$ cat config.mk
export PLATFORM = sky130hd
export DESIGN_NAME = bit_serial_adder_flat
export DESIGN_NICKNAME = d
export VERILOG_FILES = /design/src/rtl/bit_serial_adder_if.sv /design/src/rtl/bit_serial_adder.sv /design/src/flat_wrapper.sv
export SDC_FILE = /design/constraint.sdc
export NUM_CORES = 1
export LEC_CHECK = 0
export ABC_CLOCK_PERIOD_IN_PS = 3400
export BUFFER_PORTS_ARGS = -buffer_cell sky130_fd_sc_hd__buf_2
export CAP_MARGIN = 0
export CORE_MARGIN = 2
export CORE_UTILIZATION = 55
export DETAILED_ROUTE_END_ITERATION = 8
export PLACE_DENSITY = 0.75
export SLEW_MARGIN = 20
export SYNTH_ARGS = -nofsm -noshare
export SYNTH_HDL_FRONTEND = slang
export SYNTH_HIERARCHICAL = 1
export SYNTH_SLANG_ARGS = --single-unit
$ cat constraint.sdc
create_clock -name clk -period 3.4 [get_ports clk]
set_input_delay 0.17 -clock clk [delete_from_list [all_inputs] [get_ports clk]]
set_output_delay 0.17 -clock clk [all_outputs]
set_load 0.05 [all_outputs]
$ cat src/rtl/bit_serial_adder_if.sv
// Handshake and data bundle for the bit-serial adder.
// The master side issues operands and start; the slave side returns status and result.
interface bit_serial_adder_if #(
   parameter int WIDTH = 8
) ();
   logic             start;
   logic [WIDTH-1:0] a;
   logic [WIDTH-1:0] b;
   logic             cin;
   logic             busy;
   logic             done;
   logic [WIDTH-1:0] sum;
   logic             cout;

   modport master (
      output start, a, b, cin,
      input  busy, done, sum, cout
   );

   modport slave (
      input  start, a, b, cin,
      output busy, done, sum, cout
   );
endinterface : bit_serial_adder_if

$ cat src/rtl/bit_serial_adder.sv
// Bit-serial adder: one full-adder cell is reused WIDTH times, LSB first.
// The operands are captured on start, the result bits are shifted in at the MSB,
// and sum/cout are published together with a one-cycle done pulse.

// Single-bit full adder used by the serial datapath.
module adder1bit (
   input  logic a,
   input  logic b,
   input  logic ci,
   output logic sum,
   output logic c
);
   assign sum = a ^ b ^ ci;
   assign c   = (a & b) | (ci & (a ^ b));
endmodule : adder1bit

module bit_serial_adder #(
   parameter int WIDTH = 8
) (
   input  logic              clk,
   input  logic              rst_n,
   bit_serial_adder_if.slave bus
);
   // One extra counter bit so the count reaching WIDTH never wraps.
   localparam int              CW       = $clog2(WIDTH) + 1;
   localparam logic [CW-1:0]   LAST_CNT = CW'(WIDTH - 1);

   typedef enum logic [1:0] {
      IDLE = 2'd0,
      RUN  = 2'd1,
      DONE = 2'd2
   } state_t;

   state_t           state_q;
   logic [WIDTH-1:0] a_q;
   logic [WIDTH-1:0] b_q;
   logic [WIDTH-1:0] res_q;
   logic [WIDTH-1:0] res_d;
   logic [WIDTH-1:0] sum_q;
   logic             carry_q;
   logic             cout_q;
   logic             busy_q;
   logic             done_q;
   logic [CW-1:0]    cnt_q;
   logic             add_sum_s;
   logic             add_c_s;

   adder1bit u_adder1bit (
      .a   (a_q[0]),
      .b   (b_q[0]),
      .ci  (carry_q),
      .sum (add_sum_s),
      .c   (add_c_s)
   );

   // Result register shifted right with the fresh sum bit entering at the MSB.
   always_comb begin
      res_d            = res_q >> 1'b1;
      res_d[WIDTH-1]   = add_sum_s;
   end

   // Control FSM plus datapath registers; all outputs come straight from flops.
   always_ff @(posedge clk or negedge rst_n) begin
      if (!rst_n) begin
         state_q <= IDLE;
         a_q     <= '0;
         b_q     <= '0;
         res_q   <= '0;
         sum_q   <= '0;
         carry_q <= 1'b0;
         cout_q  <= 1'b0;
         busy_q  <= 1'b0;
         done_q  <= 1'b0;
         cnt_q   <= '0;
      end else begin
         case (state_q)
            IDLE, DONE: begin
               done_q <= 1'b0;
               if (bus.start) begin
                  a_q     <= bus.a;
                  b_q     <= bus.b;
                  carry_q <= bus.cin;
                  cnt_q   <= '0;
                  busy_q  <= 1'b1;
                  state_q <= RUN;
               end else begin
                  busy_q  <= 1'b0;
                  state_q <= IDLE;
               end
            end
            RUN: begin
               // start and operand inputs are deliberately not looked at here.
               a_q     <= a_q >> 1'b1;
               b_q     <= b_q >> 1'b1;
               res_q   <= res_d;
               carry_q <= add_c_s;
               cnt_q   <= cnt_q + 1'b1;
               if (cnt_q == LAST_CNT) begin
                  sum_q   <= res_d;
                  cout_q  <= add_c_s;
                  done_q  <= 1'b1;
                  busy_q  <= 1'b0;
                  state_q <= DONE;
               end else begin
                  done_q  <= 1'b0;
                  busy_q  <= 1'b1;
                  state_q <= RUN;
               end
            end
            default: begin
               busy_q  <= 1'b0;
               done_q  <= 1'b0;
               state_q <= IDLE;
            end
         endcase
      end
   end

   assign bus.busy = busy_q;
   assign bus.done = done_q;
   assign bus.sum  = sum_q;
   assign bus.cout = cout_q;

endmodule : bit_serial_adder
$ cat src/flat_wrapper.sv
// flat-port wrapper written by rule: the top's interface ports become plain ports
module bit_serial_adder_flat 
#(
   parameter int WIDTH = 8
)
  (clk, rst_n, bus_start, bus_a, bus_b, bus_cin, bus_busy, bus_done, bus_sum, bus_cout);
  bit_serial_adder_if #(.WIDTH(WIDTH)) bus_i ();
  input  logic clk;
  input  logic rst_n;
  input wire logic [$bits(bus_i.start)-1:0] bus_start;
  input wire logic [$bits(bus_i.a)-1:0] bus_a;
  input wire logic [$bits(bus_i.b)-1:0] bus_b;
  input wire logic [$bits(bus_i.cin)-1:0] bus_cin;
  output wire logic [$bits(bus_i.busy)-1:0] bus_busy;
  output wire logic [$bits(bus_i.done)-1:0] bus_done;
  output wire logic [$bits(bus_i.sum)-1:0] bus_sum;
  output wire logic [$bits(bus_i.cout)-1:0] bus_cout;
  assign bus_i.start = bus_start;
  assign bus_i.a = bus_a;
  assign bus_i.b = bus_b;
  assign bus_i.cin = bus_cin;
  assign bus_busy = bus_i.busy;
  assign bus_done = bus_i.done;
  assign bus_sum = bus_i.sum;
  assign bus_cout = bus_i.cout;
  bit_serial_adder #(.WIDTH(WIDTH)) u_core (.clk(clk), .rst_n(rst_n), .bus(bus_i));
endmodule
==> flow_metrics.tcl, run 1 <==
set metrics [dict create \
    dieWidth_um 60.3 \
    setup_ws_ns 1.47 \
    p_int_mw 1.21 \
    met2_length_um 1340 \
    core_area_um2 3030 \
    end_kind "flop" \
    grt.total_usage 0.182 \
    p_clk_frac 0.119 \
    insertedDiodeCount 0 \
    comb_power_share 0.472 \
    cp.depth 4 \
    crit_chain "nor2b_4 -> buf_4 -> or2_1 -> o21ai_0" \
    grt_pass1_wl_um 4610 \
    slew_headroom 0.439 \
    wire_per_inst_um 13.3 \
    nets 183 \
    holdWs_ns 0.0538 \
    ys_types 27 \
    slew_violations 0 \
    synth-edff-count 0 \
    cts_tree "yes" \
    tns_ns 0 \
    skew_ns 0.00246 \
    drt_wl_total_um 2740 \
    final_area_um2 1960 \
    viasPerCell 5.10 \
    ys_seq_area_frac 0.574 \
    postCtsHoldBufs 1 \
    cp_top_family "simple AND/OR/NAND/NOR gates" \
    ys.flop_type "dfrtp_1" \
    syn-cell-area_um2 1740 \
    postPlaceCellArea_um2 1890 \
    status "finished, final reports clean" \
    die_area_um2 3640 \
    routed.top_layer "met4" \
    gr-total-overflow 0 \
    powerDensity_nw_per_um2 1040 \
    clock_latency_ns 0.34 \
    async_flop_share 1.00 \
    remaining_drc_errors 0 \
    synth.most_common_cell "dfrtp_1" \
    grt_pass1_vias 1061 \
    wl_met1_um 1200 \
    syn_nets 152 \
    worst-path-buf-inv 1 \
    cts_sinks 40 \
    worstSetupPathType "reg2reg" \
    syn_inst 130 \
    ff2ff_path_depth 4 \
    layout-drive-gt1-share 0.420 \
    sw_frac_of_total 0.408 \
    fmax_ghz 0.518 \
    syn_avg_cell_area_um2 13.4 \
    rows 20 \
    ys_seq_elements 40 \
    hpwl_um 1900 \
    pwr-share-seq 0.409 \
    p_leak_nw 0.943 \
    hold_depth 3 \
    ir_drop_v 0.000488 \
    path_max_fanout 17 \
    fillers 238 \
    antenna_found_initial 0 \
    cts_made_buffers 5 \
    gp_congestion 0.699 \
    clkTransAtPathRegs_ns 0.11 \
    netlist_top_cells_count "40 x dfrtp_1, 16 x inv_1, 15 x a22oi_1" \
    ys_top_cells_by_area "dfrtp_1 57%, mux2_4 7.7%, a22oi_1 6.5%, mux2_2 5.8%, o21ai_2 5.0%" \
    grt_setup_unrepaired "no" \
    min_period_ns 1.93 \
    io_buffers 30 \
    grt_max_degree 41 \
    drtIter0Drc 30 \
    setup-violations-final 0 \
    area_growth_pct 12.2 \
    critPathLaunchType "flop" \
    first_pass_iters 4 \
    cts_setup_buffers 0 \
    synth_top_area_share 0.574 \
    switchingPower_mw 0.832 \
    hp-class "in2reg" \
    antenna_left 0 \
    tightestPinTransition_ns 0.841 \
    htree_levels 2 \
    wl_met3_um 142 \
    utilization 0.646 \
    cts_resized 0 \
    synth_top_area_cell "dfrtp_1" \
    root_buffer "clkbuf_4" \
    cp.required_ns 3.60 \
    crit_path_top_delay_cell "or2_1" \
    critical_path_arrival_ns 2.13 \
    drv_cap 0 \
    timing_hold_violations_final 0 \
    yosys_warnings 6 \
    start_util 0.576 \
    clk_path_buf_depth 2 \
    num_vias 1050 \
    critical_path.max_stage_delay_ns 0.57 \
    fin_crit_sh 0.568 \
    fp.dieH_um 60.3 \
    place_ws_ns 1.47 \
    ios 31 \
]
[final timing paths]
check / end / from / slack (ns)
worst max register to register: u_core/b_q[0] / u_core/state_q[0] / 1.47
max in group asynchronous: u_core/bus.sum[0] / rst_n / 2.41
min in group asynchronous: u_core/bus.done / rst_n / 0.46
worst min register to register: u_core/bus.sum[6] / u_core/bus.sum[6] / 0.51
worst min-delay path: u_core/a_q[4] / bus_a[4] / 0.05
worst max-delay path: u_core/b_q[0] / u_core/state_q[0] / 1.47
[cells by family (layout without fill, tap and decap cells)]
kind of cell,after synthesis,in the layout,synth area share
flip-flops,40,40,0.574
AO/OA/AOI/OAI,36,36,0.155
buffers and inverters,24,56,0.0739
multiplexers,18,18,0.136
AND/OR/NAND/NOR,10,10,0.0430
adder cells (fa/ha/maj),2,2,0.0187
[tightest hold or removal path, cell delays in order]
cell	delay [ns]
buf_2	0.08
a22oi_1	0.06
o21ai_2	0.06
[power groups by stage]
| stage | Combinational [mW] | Sequential (mW) | Clock (mW) |
|---|---|---|---|
| floorplan | 0.635 | 1.02 | 0 |
| global placement | 0.939 | 0.831 | 0 |
| detailed placement | 0.971 | 0.842 | 0 |
| CTS | 0.973 | 0.833 | 0.256 |
| global route | 1.05 | 0.865 | 0.276 |
| finish | 0.962 | 0.833 | 0.243 |
[flip-flops by register name (all words and copies together) (netlist names)]
signal	flops
u_core/a_q	8
u_core/b_q	8
u_core/bus.sum	8
u_core/res_q	7
u_core/cnt_q	4
u_core/state_q	2
u_core/bus.cout	1
u_core/bus.done	1
u_core/carry_q	1
[through the flow]
stage / instances / total power, mW
5_1_grt: 206 / 2.19
3_3_place_gp: 197 / 1.77
4_1_cts: 206 / 2.06
3_5_place_dp: 197 / 1.81
6_report: 206 / 2.04
2_1_floorplan: 130 / 1.66
[routing by layer]
layer / GRT usage / up-vias
met5: 0 / -
met4: 0.0857 / 0
met3: 0.0671 / 6
met2: 0.307 / 26
met1: 0.203 / 502
li1: - / 516
[layout by cell type (no fill, tap or decap), types with 2 or more instances in the layout]
cell,synthesis,final
a22o_1,3,3
a22oi_1,15,15
buf_2,1,30
clkbuf_1,1,2
clkbuf_4,0,5
dfrtp_1,40,40
inv_1,16,16
mux2_2,9,9
mux2_4,9,9
nor2_1,2,2
o21ai_0,5,5
o21ai_2,10,10
[cell type report]
class                   count  area (um^2)  area share
repair buffers             32          168      0.0857
clock buffers               8         58.8      0.0301
flip-flops and latches     40         1000       0.512
inverters                  16         60.1      0.0307
well taps                  44         55.1      0.0281
multi-input cells          66          614       0.314
(Power assumes the default switching activity.)
==> run 2, diff against run 1 <==
--- a/config.mk
+++ b/config.mk
@@ -5,13 +5,14 @@
 export SDC_FILE = /design/constraint.sdc
 export NUM_CORES = 1
 export LEC_CHECK = 0
-export ABC_CLOCK_PERIOD_IN_PS = 3400
+export ABC_AREA = 1
+export ABC_CLOCK_PERIOD_IN_PS = 1700
 export BUFFER_PORTS_ARGS = -buffer_cell sky130_fd_sc_hd__buf_2
 export CAP_MARGIN = 0
 export CORE_MARGIN = 2
-export CORE_UTILIZATION = 55
+export CORE_UTILIZATION = 49
 export DETAILED_ROUTE_END_ITERATION = 8
-export PLACE_DENSITY = 0.75
+export PLACE_DENSITY = 0.7
 export SLEW_MARGIN = 20
 export SYNTH_ARGS = -nofsm -noshare
 export SYNTH_HDL_FRONTEND = slang
==> constraint.sdc (replaced) <==
create_clock -name clk -period 1.7 [get_ports clk]
set_input_delay 0.085 -clock clk [delete_from_list [all_inputs] [get_ports clk]]
set_output_delay 0.085 -clock clk [all_outputs]
set_load 0.05 [all_outputs]
==> flow_metrics.tcl, run 2 <==
set metrics [dict create \
    status "finished, final reports clean" \
    p_leak_nw 1.25 \
    num_vias 1453 \
    grt_pass1_vias 1409 \
    first_pass_iters 4 \
    dieWidth_um 64.5 \
    ys_types 18 \
    switchingPower_mw 1.81 \
    slew_violations 0 \
    cp.required_ns 1.96 \
    critical_path.endpoint "u_core/bus.sum[6]" \
    nets 291 \
    p_clk_frac 0.127 \
    synth_top_area_cell "dfrtp_1" \
    layout-drive-gt1-share 0.178 \
    fmax_ghz 0.811 \
    syn_nets 243 \
    ir_drop_v 0.000830 \
    pwr-share-seq 0.416 \
    worstReg2RegStart "u_core/state_q[0]" \
    insertedDiodeCount 0 \
    min_period_ns 1.23 \
    netlist_top_cells_count "129 x nand2_1, 40 x dfrtp_1, 21 x inv_1" \
    ff2ff_path_depth 5 \
    antenna_left 0 \
    cts_tree "yes" \
    viasPerCell 4.60 \
    postPlaceCellArea_um2 1990 \
    critical_path_arrival_ns 1.49 \
    final_area_um2 2190 \
    clock_latency_ns 0.35 \
    ys_top_cells_by_area "dfrtp_1 56%, nand2_1 27%, inv_1 4.4%, nor2_8 2.2%, o21ai_0 2.0%" \
    comb_power_share 0.457 \
    remaining_drc_errors 0 \
    die_area_um2 4160 \
    synth-edff-count 0 \
    regToRegEndpoint "u_core/bus.sum[6]" \
    crit_start "u_core/state_q[0]" \
    core_area_um2 3420 \
    p_int_mw 2.13 \
    powerDensity_nw_per_um2 1800 \
    htree_levels 2 \
    antenna_found_initial 0 \
    syn_avg_cell_area_um2 8.12 \
    fin_crit_sh 0.725 \
    area_growth_pct 22.0 \
    yosys_warnings 6 \
    ys.flop_type "dfrtp_1" \
    grt_max_degree 22 \
    grt.total_usage 0.192 \
    worstSetupPathType "reg2reg" \
    final_cell_mix "129 x nand2_1, 40 x dfrtp_1, 30 x buf_2" \
    sw_frac_of_total 0.459 \
    slew_headroom 0.676 \
    grt_pass1_wl_um 6140 \
    hpwl_um 2070 \
    clk_path_buf_depth 2 \
    routed.top_layer "met4" \
    synth_top_area_share 0.557 \
    synth.most_common_cell "nand2_1" \
    syn-cell-area_um2 1800 \
    root_buffer "clkbuf_4" \
    cts_made_buffers 5 \
    hp-class "in2reg" \
    drt_wl_total_um 3210 \
    ios 31 \
    start_util 0.526 \
    cts_sinks 40 \
    cts_setup_buffers 0 \
    grt_setup_unrepaired "no" \
    gr-total-overflow 0 \
    tightestPinTransition_ns 0.486 \
    rows 21 \
    ys_seq_elements 40 \
    tns_ns 0 \
    critPathLaunchType "flop" \
    met2_length_um 1490 \
    ys_seq_area_frac 0.557 \
    layout_commonest_cell "nand2_1" \
    clkTransAtPathRegs_ns 0.12 \
    io_buffers 30 \
    syn_inst 221 \
    end_kind "flop" \
    wl_met3_um 132 \
    drv_cap 0 \
    timing_hold_violations_final 0 \
    drtIter0Drc 62 \
    setup-violations-final 0 \
    wl_met1_um 1530 \
    path_max_fanout 18 \
    holdWs_ns 0.0168 \
    skew_ns 0.0116 \
    wire_per_inst_um 10.1 \
    reg2reg_slack_ns 0.47 \
    gp_congestion 0.704 \
    async_flop_share 1.00 \
    fp.dieH_um 64.5 \
]
[run 2: changes by cell type after synthesis, sizes merged, moves of 2 or more]
cell / previous run / this run
o21ai: 15 / 7
and4: 2 / 0
a22o: 3 / 0
mux2: 18 / 0
nand3: 1 / 4
a22oi: 15 / 0
nand2: 0 / 130
inv: 16 / 23
nor2: 2 / 6
[run 2: layout make-up]
type / count / area [um^2]
flip-flops and latches: 40 / 1000
clock buffers: 6 / 51.3
clock inverters: 2 / 10.0
multi-input cells: 152 / 658
fillers: 295 / 1230
inverters: 23 / 86.3
repair buffers: 47 / 325
well taps: 46 / 57.6
[run 2: worst min-delay path by stage]
stage	startpoint	end	slack, ns	depth (start not counted)
detailed placement	rst_n	u_core/bus.sum[0]	0.08	1
global route	bus_a[2]	u_core/a_q[2]	0.0002	5
CTS	bus_a[0]	u_core/a_q[0]	0.001	5
floorplan	rst_n	u_core/a_q[0]	-0.21	0
finish	bus_a[0]	u_core/a_q[0]	0.02	5
global placement	rst_n	u_core/bus.sum[0]	0.08	1
[run 2: metal layers]
layer,up-vias,global-route usage
li1,752,-
met1,660,0.239
met2,35,0.323
met3,6,0.0469
met4,0,0.0718
met5,-,0
[run 2: power by group through the flow]
| stage | sequential, mW | clock (mW) | combinational (mW) |
|---|---|---|---|
| finish | 1.64 | 0.501 | 1.80 |
| floorplan | 2.03 | 0 | 1.08 |
| global placement | 1.65 | 0 | 1.76 |
| global route | 1.70 | 0.568 | 2.10 |
| CTS | 1.64 | 0.519 | 1.83 |
| detailed placement | 1.66 | 0 | 1.80 |
[run 2: cells by family after synthesis]
kind of cell | after synthesis | share of synthesized area
DFF | 40 | 0.557
adders and majority gates | 2 | 0.0181
buffers and inverters | 29 | 0.0760
and+or+nand+nor | 142 | 0.326
AOI/OAI and AO/OA | 8 | 0.0223
[run 2: metrics by stage]
stage	power, mW	cells	worst slack (ns)	util
2_1_floorplan	3.11	221	0.342	-
3_3_place_gp	3.42	294	0.482	0.582
3_5_place_dp	3.45	294	0.462	0.582
4_1_cts	3.99	316	0.436	0.641
5_1_grt	4.36	316	0.268	0.641
6_report	3.94	316	0.468	0.641
[run 2: critical path: stages, from the launching register on]
cell     delay (ns)
dfrtp_1        0.46
inv_2          0.10
nor2_8         0.23
nand2_2        0.19
nand2_1        0.11
nand2_1        0.05
[run 2: what timing repair did]
item / in CTS / in global routing
hold buffers: 14 / 0
setup endpoints to repair: 0 / 0
endpoints found under the hold margin: 33 / 0
gates resized for setup: 0 / 0
==> run 3, diff against run 2 <==
--- a/config.mk
+++ b/config.mk
@@ -6,7 +6,7 @@
 export NUM_CORES = 1
 export LEC_CHECK = 0
 export ABC_AREA = 1
-export ABC_CLOCK_PERIOD_IN_PS = 1700
+export ABC_CLOCK_PERIOD_IN_PS = 1000
 export BUFFER_PORTS_ARGS = -buffer_cell sky130_fd_sc_hd__buf_2
 export CAP_MARGIN = 0
 export CORE_MARGIN = 2
==> constraint.sdc (replaced) <==
create_clock -name clk -period 1 [get_ports clk]
set_input_delay 0.05 -clock clk [delete_from_list [all_inputs] [get_ports clk]]
set_output_delay 0.05 -clock clk [all_outputs]
set_load 0.05 [all_outputs]
==> flow_metrics.tcl, run 3 (synthesis results as in run 2) <==
set metrics [dict create \
    drt_wl_total_um 4520 \
    violations "setup timing" \
    num_vias 1723 \
    critical_path_arrival_ns 1.48 \
    grt_setup_unrepaired "yes" \
    worstReg2RegStart "u_core/cnt_q[0]" \
    end_kind "flop" \
    ios 31 \
    slew_headroom 0.806 \
    drv_cap 0 \
    final_area_um2 2880 \
    power_mw 9.48 \
    grt_pass1_wl_um 7510 \
    timing_hold_violations_final 0 \
    worst-path-buf-inv 1 \
    reg2reg_slack_ns -0.22 \
    gp_congestion 0.715 \
    setup-violations-final 40 \
    hpwl_um 2270 \
    p_leak_nw 1.54 \
    first_pass_iters 4 \
    setup_ws_ns -0.217 \
    min_period_ns 1.22 \
    die_area_um2 4160 \
    root_buffer "clkbuf_4" \
    powerDensity_nw_per_um2 3300 \
    multiInputGateArea_um2 853 \
    cts_made_buffers 5 \
    skew_ns 0.00689 \
    regArea_um2 1000 \
    grt_max_degree 41 \
    utilization 0.842 \
    fillers 195 \
    cts_tree "yes" \
    clk_path_buf_depth 2 \
    clkTransAtPathRegs_ns 0.12 \
    insertedDiodeCount 0 \
    htree_levels 2 \
    tightestPinTransition_ns 0.291 \
    io_buffers 30 \
    core_area_um2 3420 \
    fmax_ghz 0.822 \
    area_growth_pct 60.3 \
    stdcell_count 358 \
    start_util 0.526 \
    remaining_drc_errors 0 \
    layout-drive-gt1-share 0.420 \
    fp.dieH_um 64.5 \
    hp-class "in2async" \
    drtIter0Drc 56 \
    path_max_fanout 3 \
    cts_sinks 40 \
    fin_crit_sh 1.22 \
    final_cell_mix "97 x nand2_1, 38 x dfrtp_1, 28 x nand2_2" \
    nets 333 \
    rows 21 \
    viasPerCell 4.81 \
    grt_pass1_vias 1687 \
    critical_path.max_stage_delay_ns 0.43 \
    crit_chain "ha_4 -> nand2_4 -> nor2_4 -> buf_4 -> o21ai_0" \
    grt.total_usage 0.236 \
    worstSetupPathType "reg2reg" \
    critPathLaunchType "flop" \
    crit_start "u_core/cnt_q[0]" \
    gr-total-overflow 0 \
    wire_per_inst_um 12.6 \
    dieWidth_um 64.5 \
    slew_violations 0 \
    tns_ns -4.84 \
    clock_latency_ns 0.36 \
    cp_top_family "flip-flops" \
    antenna_left 0 \
    status "finished with violations" \
    layout_commonest_cell "nand2_1" \
    crit_path_top_delay_cell "dfrtp_1" \
    cp.required_ns 1.26 \
    dp.cells 313 \
    postPlaceCellArea_um2 2180 \
    antenna_found_initial 0 \
    ir_drop_v 0.00157 \
]
run 3: cell type report:
| class | instances | area share |
|---|---|---|
| clock buffers | 5 | 0.0130 |
| multi-input cells | 154 | 0.297 |
| flip-flops and latches | 40 | 0.349 |
| inverters | 23 | 0.0326 |
| repair buffers | 87 | 0.274 |
| well taps | 46 | 0.0200 |
| clock inverters | 3 | 0.0148 |
run 3: report_power, final:
| part | internal (mW) | switching, mW |
|---|---|---|
| Combinational | 2.52 | 2.95 |
| Clock | 0.521 | 0.563 |
| Sequential | 2.34 | 0.578 |
| Total | 5.39 | 4.10 |
run 3: worst paths after layout:
check,depth (start not counted),endpoint
max,5,u_core/state_q[0]
min,3,u_core/bus.sum[1]
max reg2reg,5,u_core/state_q[0]
min reg2reg,2,u_core/bus.sum[5]
max in group asynchronous,3,u_core/state_q[0]
min in group clk,4,u_core/a_q[7]
run 3: per-layer routing:
metal  vias to the layer above  routed length, um  global-route usage
met4                         0                110              0.0984
met1                       816               1830               0.280
met2                        57               2380               0.406
li1                        837                  -                   -
met3                        13                202              0.0642
met5                         -                  0                   0
run 3: per-stage QoR:
step                setup WS [ns]  hold WS (ns)
CTS                        -0.167         0.184
finish                     -0.217         0.170
global route               -0.262         0.192
global placement           -0.152        0.0378
floorplan                  -0.148        -0.246
detailed placement         -0.208        0.0366
run 3: worst min-delay path, stage by stage:
cell and delay, ns:
dlygate4sd3_1 0.52, buf_2 0.12, buf_12 0.22
run 3: timing repair:
item | in CTS | in global routing
gates cloned | 2 | 0
gates resized for setup | 55 | 35
pin swaps | 13 | 18
hold buffers | 19 | 0
setup buffers | 6 | 10
setup endpoints to repair | 51 | 50
endpoints found under the hold margin | 58 | 0
